## src/rtl/mem_arb_pkg.sv

```systemverilog
// mem_arb_pkg: shared types and limits for the memory read/write port arbiter.
package mem_arb_pkg;

    typedef enum logic {ARB_RR, ARB_FIXED} arb_mode_e;
    typedef enum logic {IDLE, BUSY} arb_state_e;

    localparam int MAX_PORTS = 8;

endpackage

```

## src/rtl/rr_pick.sv

```systemverilog
// rr_pick: rotating priority encoder; the first requester at or after i_base wins.
module rr_pick
    import mem_arb_pkg::*;
#(
    parameter int N = 2,
    localparam int IW = (N > 1) ? $clog2(N) : 1
) (
    input  logic [N-1:0]  i_req,
    input  logic [IW-1:0] i_base,
    output logic [IW-1:0] o_grant,
    output logic          o_any
);

    logic [IW:0] w_sum;

    assign o_any = |i_req;

    // Scan from the farthest offset down so the nearest requester is written last.
    always_comb begin
        o_grant = '0;
        w_sum = '0;
        for (int i = N - 1; i >= 0; i--) begin
            w_sum = {1'b0, i_base} + (IW + 1)'(i);
            if (w_sum >= (IW + 1)'(N)) w_sum = w_sum - (IW + 1)'(N);
            if (i_req[w_sum[IW-1:0]]) o_grant = w_sum[IW-1:0];
        end
    end

endmodule

```

## src/rtl/mem_rwport_arb.sv

```systemverilog
// mem_rwport_arb: N-to-1 arbiter sharing one val/wen/addr/wdata/rdata/rdy memory port,
// with a registered command stage and round-robin or fixed-priority selection.
module mem_rwport_arb
    import mem_arb_pkg::*;
#(
    parameter int        N_PORTS = 2,
    parameter int        AW      = 8,
    parameter int        DW      = 16,
    parameter arb_mode_e MODE    = ARB_RR,
    localparam int       IW      = (N_PORTS > 1) ? $clog2(N_PORTS) : 1
) (
    input  logic                  clk,
    input  logic                  rst,
    input  logic [N_PORTS-1:0]    m_val,
    input  logic [N_PORTS-1:0]    m_wen,
    input  logic [N_PORTS*AW-1:0] m_addr,
    input  logic [N_PORTS*DW-1:0] m_wdata,
    output logic [DW-1:0]         m_rdata,
    output logic [N_PORTS-1:0]    m_rdy,
    output logic                  s_val,
    output logic                  s_wen,
    output logic [AW-1:0]         s_addr,
    output logic [DW-1:0]         s_wdata,
    input  logic [DW-1:0]         s_rdata,
    input  logic                  s_rdy
);

    if (N_PORTS < 1 || N_PORTS > MAX_PORTS) begin : g_bad_ports
        $error("mem_rwport_arb: N_PORTS out of range");
    end

    arb_state_e    r_state, w_next;
    logic [IW-1:0] r_ptr, r_gnt, w_gnt, w_base;
    logic          r_wen, w_any, w_done;
    logic [AW-1:0] r_addr;
    logic [DW-1:0] r_wdata;

    assign w_base  = (MODE == ARB_FIXED) ? '0 : r_ptr;
    assign w_done  = (r_state == BUSY) && s_rdy;
    assign s_val   = (r_state == BUSY);
    assign s_wen   = r_wen;
    assign s_addr  = r_addr;
    assign s_wdata = r_wdata;
    assign m_rdata = s_rdata;
    assign m_rdy   = w_done ? N_PORTS'(1) << r_gnt : '0;

    rr_pick #(.N(N_PORTS)) u_pick (
        .i_req  (m_val),
        .i_base (w_base),
        .o_grant(w_gnt),
        .o_any  (w_any)
    );

    always_comb begin
        w_next = r_state;
        if (r_state == IDLE && w_any) w_next = BUSY;
        if (w_done) w_next = IDLE;
    end

    always_ff @(posedge clk) begin
        if (rst) begin
            r_state <= IDLE;
            r_ptr   <= '0;
            r_gnt   <= '0;
            r_wen   <= 1'b0;
            r_addr  <= '0;
            r_wdata <= '0;
        end else begin
            r_state <= w_next;
            if (r_state == IDLE && w_any) begin
                r_gnt   <= w_gnt;
                r_wen   <= m_wen[w_gnt];
                r_addr  <= m_addr[int'(w_gnt) * AW +: AW];
                r_wdata <= m_wdata[int'(w_gnt) * DW +: DW];
            end
            if (w_done && MODE == ARB_RR)
                r_ptr <= (r_gnt == IW'(N_PORTS - 1)) ? '0 : r_gnt + 1'b1;
        end
    end

endmodule

```

## config.mk

```make
export PLATFORM = sky130hd
export DESIGN_NAME = mem_rwport_arb
export DESIGN_NICKNAME = d
export VERILOG_FILES = /design/src/rtl/mem_arb_pkg.sv /design/src/rtl/rr_pick.sv /design/src/rtl/mem_rwport_arb.sv
export SDC_FILE = /design/constraint.sdc
export NUM_CORES = 1
export LEC_CHECK = 0
export CAP_MARGIN = 20
export CORE_MARGIN = 3
export CORE_UTILIZATION = 33
export DETAILED_ROUTE_END_ITERATION = 10
export PLACE_DENSITY = 0.81
export SYNTH_ARGS = -nofsm -noshare
export SYNTH_HDL_FRONTEND = slang
export SYNTH_HIERARCHICAL = 1
export SYNTH_SLANG_ARGS = --single-unit
```

## constraint.sdc

```tcl
create_clock -name clk -period 1.53 [get_ports clk]
set_input_delay 0.2295 -clock clk [delete_from_list [all_inputs] [get_ports clk]]
set_output_delay 0.2295 -clock clk [all_outputs]
set_load 0.03 [all_outputs]
```

==> results of run 1 <==
## through the flow
stage	instances	cell area, sq um	power (mW)	hold WS, ns	util, %
final	261	2281	1.963	0.2688	55.82
after global routing	261	2281	2.066	0.2769	55.82
after CTS	261	2227	1.992	0.4592	54.50
after detailed placement	257	2183	1.564	0.4592	53.43
after global placement	257	2183	1.551	0.4477	53.43
after floorplan	147	1429	1.316	0.4044	-
## area by class of cell
cell class	instances	area (sq um)
fill	371	1805
multi-input combinational	89	651.9
clock buffer	4	55.05
sequential	28	561.8
inverter	2	7.507
tap	50	62.56
timing repair buffer	88	942.2
## metal layers
layer | part of all wire [%] | up-vias
met5 | 0 | -
met4 | 0.93 | 0
met3 | 6.7 | 4
met2 | 51 | 44
met1 | 41 | 538
li1 | - | 628
## cell usage after synthesis
cell / n
a21boi_1: 1
a21oi_1: 3
buf_12: 2
nor2b_2: 1
buf_6: 4
buf_1: 2
buf_4: 17
a211oi_2: 3
a211oi_1: 22
or2_1: 1
and3_1: 1
mux2i_1: 25
or2_2: 1
dfxtp_1: 28
nand2_1: 4
or2b_1: 1
inv_1: 2
nor2_1: 25
nand2b_1: 1
buf_2: 3
## flip-flops by register name, summed over array words and instances, names as in the netlist
name and flops:
s_wen 1, s_wdata 16, r_ptr 1, s_addr 8, r_gnt 1, s_val 1
## cell families after synthesis
kind of cell / Yosys count / share of synthesized area [%]
and+or+nand+nor: 35 / 10.51
muxes: 25 / 17.51
DFF: 28 / 39.23
AOI/OAI and AO/OA: 29 / 15.76
buffers and inverters: 30 / 16.99
## report_power, final
group          switching [mW]  internal [mW]
Clock                   0.214          0.230
Sequential             0.0357          0.804
Combinational           0.338          0.342
Total                   0.588           1.38
## layout by cell type (no fill, tap or decap)
| cell type | count |
|---|---|
| inv_1 | 2 |
| or2b_1 | 1 |
| mux2i_1 | 25 |
| dfxtp_1 | 27 |
| clkbuf_8 | 4 |
| dfxtp_2 | 1 |
| a211oi_1 | 20 |
| dlymetal6s2s_1 | 16 |
| a211oi_2 | 5 |
| and3_1 | 1 |
| buf_12 | 4 |
| nand2_1 | 4 |
| clkdlybuf4s50_1 | 54 |
| or2_2 | 1 |
| nor2_1 | 25 |
| a21oi_1 | 3 |
| or2_1 | 1 |
| dlygate4sd2_1 | 10 |
| buf_4 | 3 |
| buf_6 | 1 |
| a21boi_4 | 1 |
| nand2b_1 | 1 |
| nor2b_4 | 1 |
## repair_timing
item	CTS	global route
hold buffers	0	0
resized for setup	11	19
setup endpoints to repair	11	18
## worst paths after layout
check                            endpoint                   start  depth (start not counted)  slack, ns
setup / recovery                s_addr[7]  s_addr[7]$_SDFFE_PP0P_                          1       0.04
hold / removal         s_val$_SDFFE_PP0P_                   s_rdy                          3       0.27
setup reg to reg  s_wdata[3]$_SDFFE_PP0P_      r_ptr$_SDFFE_PP0P_                          5       0.26
hold reg to reg        r_ptr$_SDFFE_PP0P_      r_ptr$_SDFFE_PP0P_                          2       0.47
==> summary.txt, run 1 <==
Timing
  • Worst setup margin: 0.03545 ns
  • TNS Setup: 0 ns
  • Max Fclk: 669.1 MHz
  • Final period util: 97.68%
  • Final Skew: 0.002156 ns
  • Pins over their slew limit: 0
  • Hold Vio Cnt, Final: 0
  • Min Tclk post-route: 1.495 ns
  • Slew HR: 77.30%
  • RSZ-0062 raised after global routing: false
  • Worst-Margin Slew: 0.3399 ns
  • Final setup viols: 0

Placement
  • Port bufs: 82
  • HPWL after DPL: 2.683 mm
  • Routability cong.: 0.6373
  • DP Worst Slack: -0.1463 ns

Critical path
  • Required @ worst endpoint: 1.30 ns
  • Critical path's top delay family: buffers and inverters
  • Critical Path End Type: output pin
  • WP buf/inv: 1
  • Crit-path cells: clkdlybuf4s50_1
  • Setup crit start kind: register
  • Crit path arrival time: 1.27 ns
  • Crit Path Class: register to output pin
  • Crit path max fanout: 2
  • Slowest stage cell, crit path: clkdlybuf4s50_1
  • CP max stage delay: 0.67 ns

Detailed routing
  • Routed wire length: 3.457 mm
  • Initial DRT Pass Iterations: 4
  • Final ANT Viol Nets: 0
  • DRC: 0
  • Drt first-iter violations: 47
  • Vias: 1,214
  • Post-DR wirelength/cell: 13.25 microns
  • Via density: 4.651

Clock network
  • Skew-Pair Late Insertion Delay: 0.26 ns
  • Clock Sinks: 28
  • Clock Tree Buf Depth: 2
  • Number of buffers created by CTS: 3
  • Clock root buffer: clkbuf_8
  • Htree depth: 1
  • Postcts setup bufs: 0
  • Clk slew on worst S/H paths: 0.09 ns
  • CTS tree: built

Synth
  • Share of the synthesized area in the top cell type: 39.23%
  • Post-synthesis sequential area ratio: 39.23%
  • Seq cells post-synth: 28
  • Syn Nets: 218
  • Avg Synthesized Cell Area: 9.720 sq um
  • Largest area contributor in the synthesized netlist: dfxtp_1
  • Mapped Cells: 147
  • Synth warn: 6
  • Top cells by area, synth: dfxtp_1, mux2i_1, a211oi_1
  • Count of unique library cells instantiated by Yosys: 20
  • Mapped Area: 1429 sq um

Power
  • VDD IR max: 0.4084 mV
  • PD cells: 860.6 nW/um^2
  • Leak: 1.124 nW

GRT
  • GR peak layer: met2
  • Antenna violations before repair: 0
  • Largest net degree at the start of global routing: 31
  • Gr usage total: 13.05%
  • Total global routing overflow: 0
  • Number of global-route vias before repair: 1,201
  • First-pass GRT wire length: 5.513 mm
  • Global routing usage on met2: 23.78%
  • GR Util met3: 1.964%
  • Met1 GRT Util: 15.42%

Die
  • Core ar.: 4086 sq um
  • Rows: 23
  • Initial Util: 34.97%
  • DIE AREA: 5155 sq um
  • Die Ht: 71.80 microns
  • IO Pins: 115
  • Die Wd: 71.80 microns

Finish
  • Synthesis-to-finish area growth: 59.63%
  • Final #Nets: 283
  • Share of cells above drive strength 1: 9.953%
  • ANT cells: 0

Outcome
  • Status: finished clean

Run
  • Max-cap check violation count: 0

Worst hold path
  • Worst hold path class: input port to register
No activity file was read; power rests on OpenSTA's default activity.
==> run 2, diff against run 1 <==
CORE_MARGIN = 5   (was 3)
clock period = 1.4 ns   (was 1.53 ns; I/O delays follow)
==> run 2 against run 1 <==
Net effect: sequential power up 9.3%; sequential share of layout area down 0.081 points; critical path depth up 5; total power up 9.5%; setup slack worse by 0.011 ns; critical path type is now input port to register; largest power group unchanged; highest routed layer unchanged.
==> summary.txt, run 2 (synthesized netlist as in run 1, its figures left out) <==
Worst hold path
  • Hold Path Depth: 4 (+1)
  • Hold path startpoint: s_rdy
  • Worst hold path class: input port to register
  • Worst Hold End: s_val$_SDFFE_PP0P_

Detailed routing
  • Vias: 1,246 (+2.6%)
  • Final ANT Viol Nets: 0 (unchanged)
  • Via density: 4.632 (-0.42%)
  • Post-DR wirelength/cell: 13.36 microns (+0.84%)
  • Initial DRT Pass Iterations: 3 (-1)
  • Drt first-iter violations: 31 (-34%)
  • Routed wire length: 3.593 mm (+3.9%)
  • DRC: 0 (unchanged)

Critical path
  • Setup crit start kind: input port
  • WP buf/inv: 3 (+2)
  • CP Depth: 6 (+5)
  • Reg-to-reg setup timing slack: 0.12 ns (-0.14 ns)
  • Worst R2R Path Depth: 5 (unchanged)
  • Slowest stage cell, crit path: clkdlybuf4s50_1
  • CP max stage delay: 0.42 ns (-0.25 ns)
  • Crit-path cells: clkdlybuf4s50_1 -> or2_1 -> nor2b_4 -> buf_4 -> clkbuf_16 -> a211oi_1
  • Critical path's top delay family: buffers and inverters
  • Required @ worst endpoint: 1.58 ns (+0.28 ns)
  • Crit Reg-Reg Startpoint: r_ptr$_SDFFE_PP0P_
  • Crit Path Class: input port to register
  • Critical Path End Type: register
  • Crit path arrival time: 1.56 ns (+0.29 ns)
  • Crit path max fanout: 15 (+13)
  • RR Endpoint: s_addr[4]$_SDFFE_PP0P_

Power
  • Switching portion of total power: 30.25% (+0.31 points)
  • Gate power share: 34.8% (+0.2 points)
  • Reg power frac: 42.6% (-0.2 points)
  • Clk network pwr share: 22.5% (about the same)
  • Total power draw: 2.150 mW (+9.5%)
  • Cell-internal power: 1.500 mW (+9.1%)
  • P_sw: 650.4 uW (+11%)
  • Leak: 1.003 nW (-11%)
  • PD cells: 939.7 nW/um^2 (+9.2%)
  • VDD IR max: 0.3676 mV (-10%)

GRT
  • Number of global-route vias before repair: 1,141 (-5.0%)
  • Gr usage total: 11.04% (-2.0 points)
  • Total global routing overflow: 0 (unchanged)
  • Antenna violations before repair: 0 (unchanged)
  • Largest net degree at the start of global routing: 31 (unchanged)
  • First-pass GRT wire length: 4.981 mm (-9.6%)

Timing
  • Pins over their slew limit: 0 (unchanged)
  • Slew HR: 78.10% (+0.80 points)
  • Final setup viols: 0 (unchanged)
  • WHS: 0.3519 ns (+0.08310 ns)
  • Hold Vio Cnt, Final: 0 (unchanged)
  • RSZ-0062 raised after global routing: true
  • Final Skew: 0.001370 ns (-0.0007860 ns)
  • Final period util: 98.27%
  • Max Fclk: 726.9 MHz
  • TNS Setup: 0 ns (unchanged)
  • Min Tclk post-route: 1.376 ns
  • Worst setup margin: 0.02422 ns (-0.01123 ns)
  • Worst-Margin Slew: 0.3298 ns (-0.01007 ns)

Clock network
  • Skew-Pair Late Insertion Delay: 0.26 ns (about the same)
  • Number of buffers created by CTS: 3 (unchanged)
  • Clock Sinks: 28 (unchanged)
  • Clock Tree Buf Depth: 2 (unchanged)
  • Clk slew on worst S/H paths: 0.09 ns (about the same)
  • CTS tree: built
  • Htree depth: 1 (unchanged)
  • Clock root buffer: clkbuf_8

Finish
  • Final #Nets: 289 (+2.1%)
  • ANT cells: 0 (unchanged)
  • Max reg flops: 16 (unchanged)
  • Most common cell after layout, fill and taps aside: clkdlybuf4s50_1
  • Share of cells above drive strength 1: 13.82% (+3.9 points)
  • Layout fillers: 418 (+13%)
  • Commonest cells after routing, fill and taps aside: clkdlybuf4s50_1, dfxtp_1, dlygate4sd2_1
  • Final Instance Area: 2288 sq um (+0.33%)
  • Synthesis-to-finish area growth: 60.16%

Die
  • IO Pins: 115 (unchanged)
  • Die Ht: 75.80 microns (+5.6%)
  • Rows: 24 (+4.3%)
  • Core ar.: 4264 sq um (+4.3%)
  • DIE AREA: 5746 sq um (+11%)
  • Initial Util: 33.51% (-1.5 points)
  • Die Wd: 75.80 microns (+5.6%)

Run
  • Max-cap check violation count: 0 (unchanged)

Outcome
  • Status: finished clean

Placement
  • Routability cong.: 0.6771 (+6.2%)
  • HPWL after DPL: 2.826 mm (+5.3%)
  • DP Worst Slack: -0.2586 ns (-0.1123 ns)
  • Placed cell area: 2203 sq um (+0.92%)
  • Port bufs: 82 (unchanged)
[run 2: power groups by stage]
stage | combinational (mW) | sequential [mW] | clock [mW]
after floorplan | 0.349 | 1.09 | 0
after global placement | 0.765 | 0.935 | 0
after detailed placement | 0.777 | 0.938 | 0
after CTS | 0.728 | 0.917 | 0.517
after global routing | 0.796 | 0.931 | 0.548
final | 0.749 | 0.917 | 0.485
[run 2: what timing repair did]
action / 4_1_cts / 5_1_grt
pin swaps: 0 / 0
hold buffers: 0 / 0
resized for setup: 29 / 7
setup endpoints to repair: 27 / 14
cloned: 0 / 1
setup buffers: 0 / 1
[run 2: how the worst max path moves through the flow]
stage / start / end / slack, ns
2_1_floorplan: s_val$_SDFFE_PP0P_ / m_rdy[0] / 0.05
3_3_place_gp: m_val[0] / s_wdata[15]$_SDFFE_PP0P_ / -0.18
3_5_place_dp: m_val[0] / s_wdata[8]$_SDFFE_PP0P_ / -0.26
4_1_cts: m_val[0] / s_addr[1]$_SDFFE_PP0P_ / 0.02
5_1_grt: m_val[1] / s_wdata[8]$_SDFFE_PP0P_ / -0.02
6_report: m_val[1] / s_addr[1]$_SDFFE_PP0P_ / 0.02
[run 2: routing by layer]
layer	vias to the layer above	track usage, %	routed length [microns]
li1	631	-	-
met1	557	11.89	1311
met2	52	19.96	1802
met3	6	2.639	427
met4	0	5.437	51
met5	-	0	0
[run 2: worst reg2reg max path: stages (launching register included)]
cell	delay, ns
dfxtp_1	0.34
inv_1	0.07
a21boi_4	0.19
buf_4	0.24
mux2i_1	0.25
a211oi_2	0.09
[run 2: per-stage QoR]
step,cells,util [%]
floorplan,147,-
global placement,263,51.67
detailed placement,263,51.67
CTS,267,52.35
global route,269,53.67
finish,269,53.67
[run 2: final cells by class]
class / count / area [sq um] / share of cell area [%]
clock buffers: 4 / 55.05 / 2.406
inverters: 2 / 7.507 / 0.3280
multi-input cells: 89 / 661.9 / 28.92
flip-flops and latches: 28 / 561.8 / 24.55
well taps: 52 / 65.06 / 2.843
repair buffers: 94 / 937.1 / 40.95
